## config.mk

```make
export PLATFORM = sky130hd
export DESIGN_NAME = cmd_frame_rx
export DESIGN_NICKNAME = d
export VERILOG_FILES = /design/src/rtl/cmd_rx_pkg.sv /design/src/rtl/cmd_rx_csum.sv /design/src/rtl/cmd_frame_rx.sv
export SDC_FILE = /design/constraint.sdc
export NUM_CORES = 1
export LEC_CHECK = 0
export ABC_AREA = 1
export CORE_UTILIZATION = 60
export DETAILED_ROUTE_END_ITERATION = 8
export PLACE_DENSITY = 0.85
export RECOVER_POWER = 100
export REMOVE_ABC_BUFFERS = 1
export SLEW_MARGIN = 30
export SYNTH_ARGS = -nofsm -noshare
export SYNTH_HDL_FRONTEND = slang
export SYNTH_SLANG_ARGS = --single-unit
```

## constraint.sdc

```tcl
create_clock -name clk -period 4 [get_ports clk]
set_input_delay 0.8 -clock clk [delete_from_list [all_inputs] [get_ports clk]]
set_output_delay 0.8 -clock clk [all_outputs]
set_load 0.01 [all_outputs]
```

## src/rtl/cmd_rx_pkg.sv

```systemverilog
// Shared types and constants for the command-frame receiver.
// Holds the FSM state enum, rx_ctrl codes and default header/tail/opcode words.
package cmd_rx_pkg;

   typedef enum logic [2:0] {
      ST_HUNT,
      ST_HDR0,
      ST_HDR1,
      ST_OPC,
      ST_PAY,
      ST_CSUM,
      ST_TAIL0,
      ST_TAIL1
   } state_t;

   localparam logic [1:0] RX_CTRL_DATA  = 2'b00;
   localparam logic [1:0] RX_CTRL_COMMA = 2'b01;

   localparam logic [15:0] DEF_HDR0    = 16'h2410;
   localparam logic [15:0] DEF_HDR1    = 16'h1984;
   localparam logic [15:0] DEF_TAIL0   = 16'hDBEF;
   localparam logic [15:0] DEF_TAIL1   = 16'hE67B;
   localparam logic [15:0] DEF_OP_CFG  = 16'h0001;
   localparam logic [15:0] DEF_OP_TIME = 16'h0002;
   localparam logic [15:0] DEF_OP_SHUT = 16'hA5A5;

endpackage

```

## src/rtl/cmd_rx_csum.sv

```systemverilog
// Modulo-2^DW running checksum: clear, accumulate, compare.
// Ports: clk, rst_n, clr, en, din (added word), ref_word (expected sum) -> match.
module cmd_rx_csum #(
   parameter int DW = 16
) (
   input  logic          clk,
   input  logic          rst_n,
   input  logic          clr,
   input  logic          en,
   input  logic [DW-1:0] din,
   input  logic [DW-1:0] ref_word,
   output logic          match
);

   logic [DW-1:0] acc;

   always_ff @(posedge clk or negedge rst_n) begin
      if (!rst_n) begin
         acc <= '0;
      end else if (clr) begin
         acc <= '0;
      end else if (en) begin
         acc <= acc + din;
      end
   end

   assign match = (acc == ref_word);

endmodule

```

## src/rtl/cmd_frame_rx.sv

```systemverilog
// Command-frame receiver: comma hunt, header/tail match, checksum, commit.
// Ports: clk, rst_n, rx_valid/rx_data/rx_ctrl in; cfg_regs, cfg_opcode,
// cfg_done, shutdown, err_csum, err_op, err_frame out.
// Optional idle timeout mid-frame when CMD_RX_TIMEOUT_EN is defined.
module cmd_frame_rx
   import cmd_rx_pkg::*;
#(
   parameter int            DW      = 16,
   parameter int            NPAY    = 14,
   parameter int            NTIME   = 4,
   parameter logic [DW-1:0] HDR0    = DEF_HDR0,
   parameter logic [DW-1:0] HDR1    = DEF_HDR1,
   parameter logic [DW-1:0] TAIL0   = DEF_TAIL0,
   parameter logic [DW-1:0] TAIL1   = DEF_TAIL1,
   parameter logic [DW-1:0] OP_CFG  = DEF_OP_CFG,
   parameter logic [DW-1:0] OP_TIME = DEF_OP_TIME,
   parameter logic [DW-1:0] OP_SHUT = DEF_OP_SHUT,
   parameter int            TIMEOUT = 1024
) (
   input  logic             clk,
   input  logic             rst_n,
   input  logic             rx_valid,
   input  logic [DW-1:0]    rx_data,
   input  logic [1:0]       rx_ctrl,
   output logic [NPAY*DW-1:0] cfg_regs,
   output logic [DW-1:0]    cfg_opcode,
   output logic             cfg_done,
   output logic             shutdown,
   output logic             err_csum,
   output logic             err_op,
   output logic             err_frame
);

   localparam int IW = (NPAY > 1) ? $clog2(NPAY) : 1;

   state_t        state, state_nxt;
   logic [IW-1:0] idx;
   logic [DW-1:0] opc_q;
   logic [DW-1:0] shadow [NPAY];
   logic [DW-1:0] cfg_q  [NPAY];
   logic          csum_ok, csum_match;
   logic          is_comma, is_data, is_bad, in_frame, tmo;
   logic          csum_clr, csum_en, opc_ld, pay_ld, csum_ld;
   logic          commit, frm_err;

   assign is_comma = (rx_ctrl == RX_CTRL_COMMA);
   assign is_data  = (rx_ctrl == RX_CTRL_DATA);
   assign is_bad   = rx_ctrl[1];
   assign in_frame = (state inside {ST_OPC, ST_PAY, ST_CSUM,
                                    ST_TAIL0, ST_TAIL1});

   cmd_rx_csum #(.DW(DW)) u_csum (
      .clk      (clk),
      .rst_n    (rst_n),
      .clr      (csum_clr),
      .en       (csum_en),
      .din      (rx_data),
      .ref_word (rx_data),
      .match    (csum_match)
   );

`ifdef CMD_RX_TIMEOUT_EN
   localparam int TW = $clog2(TIMEOUT + 1);
   logic [TW-1:0] idle_cnt;

   always_ff @(posedge clk or negedge rst_n) begin
      if (!rst_n) begin
         idle_cnt <= '0;
      end else if (rx_valid || !in_frame) begin
         idle_cnt <= '0;
      end else begin
         idle_cnt <= idle_cnt + 1'b1;
      end
   end

   // fires on the TIMEOUT-th consecutive idle cycle
   assign tmo = in_frame && !rx_valid &&
                (idle_cnt == TW'(TIMEOUT - 1));
`else
   // no idle limit in this build; term is constant false
   assign tmo = (TIMEOUT < 0);
`endif

   always_comb begin
      state_nxt = state;
      csum_clr  = 1'b0;
      csum_en   = 1'b0;
      opc_ld    = 1'b0;
      pay_ld    = 1'b0;
      csum_ld   = 1'b0;
      commit    = 1'b0;
      frm_err   = 1'b0;
      if (rx_valid && in_frame && (is_bad || is_comma)) begin
         // a comma is also the start of the next frame
         frm_err   = 1'b1;
         state_nxt = is_comma ? ST_HDR0 : ST_HUNT;
      end else if (rx_valid) begin
         unique case (state)
            ST_HUNT: begin
               if (is_comma) state_nxt = ST_HDR0;
            end
            ST_HDR0: begin
               if (is_comma)
                  state_nxt = ST_HDR0;
               else if (is_data && rx_data == HDR0)
                  state_nxt = ST_HDR1;
               else
                  state_nxt = ST_HUNT;
            end
            ST_HDR1: begin
               csum_clr = 1'b1;
               if (is_comma)
                  state_nxt = ST_HDR0;
               else if (is_data && rx_data == HDR1)
                  state_nxt = ST_OPC;
               else
                  state_nxt = ST_HUNT;
            end
            ST_OPC: begin
               csum_en   = 1'b1;
               opc_ld    = 1'b1;
               state_nxt = ST_PAY;
            end
            ST_PAY: begin
               csum_en = 1'b1;
               pay_ld  = 1'b1;
               if (idx == IW'(NPAY - 1)) state_nxt = ST_CSUM;
            end
            ST_CSUM: begin
               csum_ld   = 1'b1;
               state_nxt = ST_TAIL0;
            end
            ST_TAIL0: begin
               if (rx_data == TAIL0) begin
                  state_nxt = ST_TAIL1;
               end else begin
                  frm_err   = 1'b1;
                  state_nxt = ST_HUNT;
               end
            end
            ST_TAIL1: begin
               commit    = (rx_data == TAIL1);
               frm_err   = (rx_data != TAIL1);
               state_nxt = ST_HUNT;
            end
            default: state_nxt = ST_HUNT;
         endcase
      end else if (tmo) begin
         frm_err   = 1'b1;
         state_nxt = ST_HUNT;
      end
   end

   always_ff @(posedge clk or negedge rst_n) begin
      if (!rst_n) begin
         state      <= ST_HUNT;
         idx        <= '0;
         opc_q      <= '0;
         csum_ok    <= 1'b0;
         cfg_opcode <= '0;
         cfg_done   <= 1'b0;
         shutdown   <= 1'b0;
         err_csum   <= 1'b0;
         err_op     <= 1'b0;
         err_frame  <= 1'b0;
         for (int k = 0; k < NPAY; k++) begin
            shadow[k] <= '0;
            cfg_q[k]  <= '0;
         end
      end else begin
         state     <= state_nxt;
         cfg_done  <= 1'b0;
         shutdown  <= 1'b0;
         err_csum  <= 1'b0;
         err_op    <= 1'b0;
         err_frame <= frm_err;
         if (opc_ld) begin
            opc_q <= rx_data;
            idx   <= '0;
         end
         if (pay_ld) begin
            shadow[idx] <= rx_data;
            idx         <= idx + 1'b1;
         end
         if (csum_ld) csum_ok <= csum_match;
         if (commit) begin
            if (!csum_ok) begin
               err_csum <= 1'b1;
            end else if (opc_q == OP_CFG) begin
               for (int k = 0; k < NPAY; k++) cfg_q[k] <= shadow[k];
               cfg_opcode <= opc_q;
               cfg_done   <= 1'b1;
            end else if (opc_q == OP_TIME) begin
               for (int k = 0; k < NTIME; k++) cfg_q[k] <= shadow[k];
               cfg_opcode <= opc_q;
               cfg_done   <= 1'b1;
            end else if (opc_q == OP_SHUT) begin
               cfg_opcode <= opc_q;
               shutdown   <= 1'b1;
            end else begin
               err_op <= 1'b1;
            end
         end
      end
   end

   for (genvar g = 0; g < NPAY; g++) begin : g_flat
      assign cfg_regs[g*DW +: DW] = cfg_q[g];
   end

endmodule
```

==> flow_summary.toml, run 1 <==
[run_status]
status = "complete, but fails checks"
violations = "capacitance limit, slew limit"

[power_and_ir_drop]
leakage_nw = 12.52
clock_power_share = 0.375
p_sw_mw = 3.552
swShare = 0.2797
pwr-share-comb = 0.142
seqPwrFrac = 0.483
ir_worst_vdd_v = 0.0003343
p_per_area_mw_per_mm2 = 506.6
internal_power_mw = 9.148

[yosys]
synth.avg_cell_area_sq_um = 9.271
synth_top_area_share = 0.6034
yosysWarnings = 0
ys_types = 39
synth_simple_gate_area_frac = 0.1812
ys_top_cells_by_area = "dfrtp_1 60%, nand2_1 14%, inv_1 4.4%"
asyncSetResetFlopFracSynth = 1.000
yosysSeqAreaShare = 0.6034
synthesis.area_sq_mm = 0.02111
synth_flop_cell = "dfrtp_1"
synthCells = 2277
synth_top_family_by_area = "simple AND/OR/NAND/NOR gates"
synth_compound_area_frac = 0.1201
ys_ff_latch = 509
yosysTopAreaCell = "dfrtp_1"
synth_edf_count = 0
synth_fa_ha_area_frac = 0.01221
muxShareOfSynthArea = 0
synthXorXnorAreaFrac = 0.001660

[layout]
fin_nets = 2545
area_growth_pct = 18.75
fin_util = 0.7257
antennaDiodeCount = 0
layout.cells.non_filler = 2996
nFillCells = 2585
drive_gt1_frac = 0.05037

[detailed_routing]
firstDrtPassIters = 6
num_vias = 16350
routed_wl_um = 53880
antenna_left = 0
drt_iter0_markers = 1382
routed_via_density = 5.457
drc = 0
routedWlPerCell_um = 17.98

[clocking]
cts_hold_buffers = 0
cts_buffers = 49
clk_pin_slew_worst_paths_ps = 60
clock_latency_ps = 570
cts_max_path_buffers = 3
cts_setup_buffers = 0
htree_levels = 2
cts.sinks = 509
cts-root-buf = "clkbuf_16"
cts-resized-gates = 0
tritoncts = "yes"

[setup_path]
r2r.worst_path.cells = 8
cpMaxStageDelayCell = "clkbuf_1"
r2r_end = "shadow[153]$_DFFE_PN0P_"
required_ps = 4360
start_kind = "primary input"
crit_buf_inv = 3
rrSetupSlack_ps = 940
path_max_fanout = 32
critPathMaxStageDelay_ps = 550
crit_family = "simple AND/OR/NAND/NOR gates"
crit_path_frequent_cell = "nand2_1"
critPathKind = "primary input to flop"
crit_arrival_ps = 3600
endpoint_kind = "flop"
reg2reg_from = "state[2]$_DFFE_PN0P_"
worstPathCellList = "clkdlybuf4s50_1 -> nor2_1 -> inv_1 -> nand3_1 -> nand2_1 -> nor2_4 -> nand2_1 -> clkbuf_1 -> nand2_1 -> o21ai_0"

[global_route]
grt_overflow = 0
grt_pass1_wl_um = 85860
grt_max_degree = 188
grt_pass1_vias = 16130
grtUsageTotal = 0.3088
antenna_found_initial = 2

[placement]
place.port_buffers = 265
dp_hpwl_um = 33700
pre_cts_ws_ps = 759.7
gp_congestion = 0.9289
dp_cells = 2908

[sta]
setup_slack_ps = 758.4
slew_headroom = -0.3310
worstMarginPinSlew_ps = 1997
fin_crit_sh = 0.8104
fin_tns_setup_ps = 0
setup_viol = 0
fin_skew_ps = 24.59
drv_slew = 66
period_minus_slack_ps = 3242
hold_viol = 0
fmax_mhz = 308.5
rsz0062_at_grt = "no"

[die]
die-area_sq_mm = 0.03593
die_h_um = 189.6
io-pin-count = 266
core_sq_mm = 0.03454
initial_core_util = 0.6111
num_rows = 68
die_w_um = 189.6

[worst_hold_path]
hp-class = "flop to flop"
hold_path_end = "cfg_regs[60]$_DFFE_PN0P_"
whs_path_depth = 2
worstHoldStart = "cfg_regs[60]$_DFFE_PN0P_"

[run]
drv_cap = 1
==> worst min-delay path, cell delays in order, from the launching register on <==
cell	delay, ps
dfrtp_1	340
nand2_1	50
nand2_1	50
==> cells by family after synthesis <==
group	Yosys count
simple gates	939
flops	509
compound gates	433
buf+inv	372
fa+ha+maj	20
xor+xnor	4
==> metal layers <==
layer  up-vias  global-route usage  wire [um]
met4         0              0.1231       2060
met1      8004              0.4002      21680
met3       133             0.05386       3690
met2       641              0.5193      26450
met5         -                   0          0
li1       7572                   -          -
==> stage by stage <==
step	hold slack, ps	area, sq um	power, mW
floorplan	445.9	20360	7.382
global placement	453.6	23880	7.948
detailed placement	458.1	23880	8.041
CTS	216.8	25540	12.79
global route	488.9	25070	13.28
finish	465.2	25070	12.70
==> cells in the mapped netlist, types with 5 or more instances <==
library cell and n:
a21oi_1 12, buf_2 48, buf_6 33, clkbuf_1 30
dfrtp_1 509, ha_1 19, inv_1 249, inv_2 7
nand2_1 762, nand3_1 41, nand3_2 6, nand3b_1 5
nand4_1 9, nor2_1 79, nor2_2 5, nor3_1 7
nor4_1 5, o21ai_0 182, o21ai_1 139, o21ai_2 95
==> cell type report <==
cell class              count  area (sq um)  share of cell area
clock buffers              71          1429             0.05700
clock inverters            17         230.2            0.009184
inverters                 257         969.7             0.03868
multi-input cells        1396          6242              0.2490
flip-flops and latches    509         12740              0.5081
well taps                 455         569.3             0.02271
repair buffers            291          2890              0.1153
==> worst max-delay path by stage <==
stage           startpoint                   endpoint  depth (start not counted)
2_1_floorplan  rx_data[11]  cfg_regs[101]$_DFFE_PN0P_                          7
3_3_place_gp   rx_data[15]   cfg_regs[85]$_DFFE_PN0P_                          9
3_5_place_dp   rx_data[15]  cfg_regs[218]$_DFFE_PN0P_                          9
4_1_cts        rx_data[15]  cfg_regs[218]$_DFFE_PN0P_                          9
5_1_grt              rst_n    shadow[184]$_DFFE_PN0P_                          2
6_report        rx_ctrl[1]    shadow[153]$_DFFE_PN0P_                         10
==> cell usage in the layout, fill, tap and decap left out, drive strengths merged <==
| cell type | synthesis | routed |
|---|---|---|
| clkinv | 0 | 7 |
| o211ai | 1 | 1 |
| and2 | 4 | 4 |
| a21boi | 1 | 1 |
| nand3b | 5 | 5 |
| o21ai | 416 | 416 |
| ha | 19 | 19 |
| nand4 | 12 | 12 |
| nor4 | 5 | 5 |
| bufinv | 0 | 5 |
| a211oi | 1 | 1 |
| dlygate4sd3 | 0 | 248 |
| or2 | 4 | 4 |
| clkdlybuf4s50 | 0 | 16 |
| o31ai | 1 | 1 |
| nor2 | 87 | 87 |
| xnor2 | 2 | 2 |
| dfrtp | 509 | 509 |
| buf | 83 | 17 |
| inv | 257 | 260 |
| xor2 | 2 | 2 |
| a21oi | 12 | 12 |
| nand3 | 48 | 48 |
| o22ai | 1 | 1 |
| nor3 | 8 | 8 |
| clkbuf | 32 | 81 |
| nand2 | 766 | 766 |
| fa | 1 | 1 |
| clkinvlp | 0 | 2 |
==> flip-flops by register name, summed over array words and instances, names as in the netlist, 3 cells and up <==
| register | cells |
|---|---|
| cfg_regs | 224 |
| shadow | 224 |
| cfg_opcode | 16 |
| opc_q | 16 |
| u_csum.acc | 16 |
| idx | 4 |
| state | 3 |
==> power groups by stage <==
stage               Combinational, mW  Sequential, mW  Clock [mW]
floorplan                        1.29            6.09           0
global placement                 1.77            6.18           0
detailed placement               1.84            6.20           0
CTS                              1.87            6.12        4.80
global route                     2.08            6.19        5.00
finish                           1.80            6.14        4.76
Power figures use the tool's default switching activity.
==> run 2, diff against run 1 <==
Settings changed: CORE_UTILIZATION 60 to 50, PLACE_DENSITY 0.85 to 0.76.
Clock period 4 ns to 2.81 ns, I/O delays scaled along.
==> run 2 against run 1 <==
Against the previous run: the flow now finishes without violations; die area is 20% higher; worst setup slack worse by 320 ps; sequential power is 42% higher; total power is 44% higher.
==> flow_summary.toml, run 2 (same netlist as run 1, synthesis figures left out) <==
[run_status]
status = "completed"

[layout]
seqCellArea_sq_mm = 0.01274
nFillCells = 3497
fin_util = 0.6228
multi_input_area_sq_mm = 0.006300
layout_commonest_cell = "nand2_1"
final_cell_mix = "764 x nand2_1, 509 x dfrtp_1, 396 x o21ai_0"
layout.cells.non_filler = 3121
drive_gt1_frac = 0.06610
fin_nets = 2589
area_growth_pct = 21.56

[setup_path]
crit_family = "buffers and inverters"
r2r_end = "shadow[204]$_DFFE_PN0P_"
crit_path_frequent_cell = "nand2_1"
required_ps = 3250
cpMaxStageDelayCell = "dlygate4sd3_1"
reg2reg_from = "state[2]$_DFFE_PN0P_"
start_kind = "primary input"
rrSetupSlack_ps = 490
crit_arrival_ps = 2810
r2r.worst_path.cells = 9
critPathKind = "primary input to flop"
critPathMaxStageDelay_ps = 670
endpoint_kind = "flop"
worstPathCellList = "dlygate4sd3_1 -> inv_1 -> nor2_1 -> nand2_1 -> nor3_1 -> nand3_4 -> buf_12 -> clkbuf_2 -> nand2_1 -> o21ai_0"
path_max_fanout = 39
crit_buf_inv = 4

[global_route]
grt_max_degree = 90
antenna_found_initial = 1
grtUsageTotal = 0.2540
grt_pass1_wl_um = 86460
grt_pass1_vias = 16020
grt_overflow = 0

[clocking]
clock_latency_ps = 590
cts_buffers = 51
htree_levels = 2
cts-resized-gates = 0
cts_setup_buffers = 0
clk_pin_slew_worst_paths_ps = 60
cts_max_path_buffers = 3
tritoncts = "yes"
cts.sinks = 509
cts-root-buf = "clkbuf_16"

[power_and_ir_drop]
clock_power_share = 0.385
internal_power_mw = 13.30
pwr-share-comb = 0.138
p_per_area_mw_per_mm2 = 711.1
swShare = 0.2711
p_sw_mw = 4.946
ir_worst_vdd_v = 0.0005168
seqPwrFrac = 0.477
total_power_mw = 18.25
leakage_nw = 12.77

[die]
core_sq_mm = 0.04120
io-pin-count = 266
initial_core_util = 0.5123
die-area_sq_mm = 0.04304
die_h_um = 207.5
die_w_um = 207.5
num_rows = 74

[detailed_routing]
drt_iter0_markers = 1092
firstDrtPassIters = 5
drt-met1-wl_um = 23230
num_vias = 16000
routed_via_density = 5.125
routed_wl_um = 53160
wl_met2_um = 25240
top_layer = "met5"
drc = 0
routedWlPerCell_um = 17.03
met3_length_um = 3107
antenna_left = 0

[sta]
drv_slew = 0
fmax_mhz = 422.3
fin_crit_sh = 0.8426
period_minus_slack_ps = 2368
slew_headroom = 0.1226
setup_viol = 0
fin_skew_ps = 21.71
worstMarginPinSlew_ps = 1316
rsz0062_at_grt = "no"
hold_viol = 0
fin_tns_setup_ps = 0

[placement]
dp_hpwl_um = 34620
dp_cells = 3026
place.port_buffers = 265
gp_congestion = 0.9056

[worst_hold_path]
hp-class = "flop to flop"
worstHoldStart = "cfg_regs[60]$_DFFE_PN0P_"
whs_path_depth = 2
hold_path_end = "cfg_regs[60]$_DFFE_PN0P_"

[run]
drv_cap = 0
## run 2: cell types whose count changed in the layout (fill, tap and decap cells not counted), sizes merged
| cell | before | now |
|---|---|---|
| clkbuf | 81 | 109 |
| buf | 17 | 39 |
| clkinv | 7 | 3 |
| inv | 260 | 257 |
| clkinvlp | 2 | 4 |
| diode | 0 | 2 |
| clkdlybuf4s50 | 16 | 17 |
## run 2: metal layers
layer,vias up,track usage
met1,7756,0.3382
met5,-,0
met2,473,0.4188
met4,2,0.07926
met3,88,0.05280
li1,7677,-
## run 2: final cells by class
cell class | instances | area share
diodes | 2 | 0.0001950
clock buffers | 80 | 0.06071
clock inverters | 12 | 0.007607
inverters | 257 | 0.03779
multi-input cells | 1396 | 0.2455
flip-flops and latches | 509 | 0.4964
well taps | 532 | 0.02594
repair buffers | 333 | 0.1259
## run 2: what timing repair did
item | in CTS | in global routing
endpoints found under the setup margin | 0 | 0
hold buffers | 1 | 0
hold endpoints to repair | 61 | 0
## run 2: power groups by stage
stage               registers, mW  clock network [mW]  logic (mW)
floorplan                    8.67                   0        1.84
global placement             8.77                   0        2.51
detailed placement           8.81                   0        2.61
CTS                          8.69                7.16        2.63
global route                 8.80                7.46        2.98
finish                       8.70                7.02        2.52
## run 2: how the worst max path moves through the flow
stage / from / to / depth (start not counted)
global placement: rx_data[5] / u_csum.acc[7]$_DFFE_PN0P_ / 10
global route: rst_n / cfg_done$_DFF_PN0_ / 3
finish: rx_data[4] / cfg_regs[165]$_DFFE_PN0P_ / 10
detailed placement: rx_valid / shadow[54]$_DFFE_PN0P_ / 7
floorplan: rx_data[11] / cfg_regs[101]$_DFFE_PN0P_ / 7
CTS: cfg_regs[114]$_DFFE_PN0P_ / cfg_regs[114] / 1
## run 2: per-stage QoR
step	hold WS (ps)	worst slack [ps]	instance area (sq um)
after CTS	473.3	651.2	26130
final	463.0	442.2	25660
after detailed placement	458.1	107.6	24370
after global routing	495.5	279.1	25650
after floorplan	266.4	-3451	20360
after global placement	456.6	177.2	24370
## run 2: worst reg2reg max path, cell delays in order, from the launching register on
cell and delay, ps:
dfrtp_1 560, inv_1 210, nand2_1 190, nand3_4 150
nand2_4 170, nor2_2 70, nand2_1 60, clkbuf_2 510
nand2_1 160, o21ai_0 140
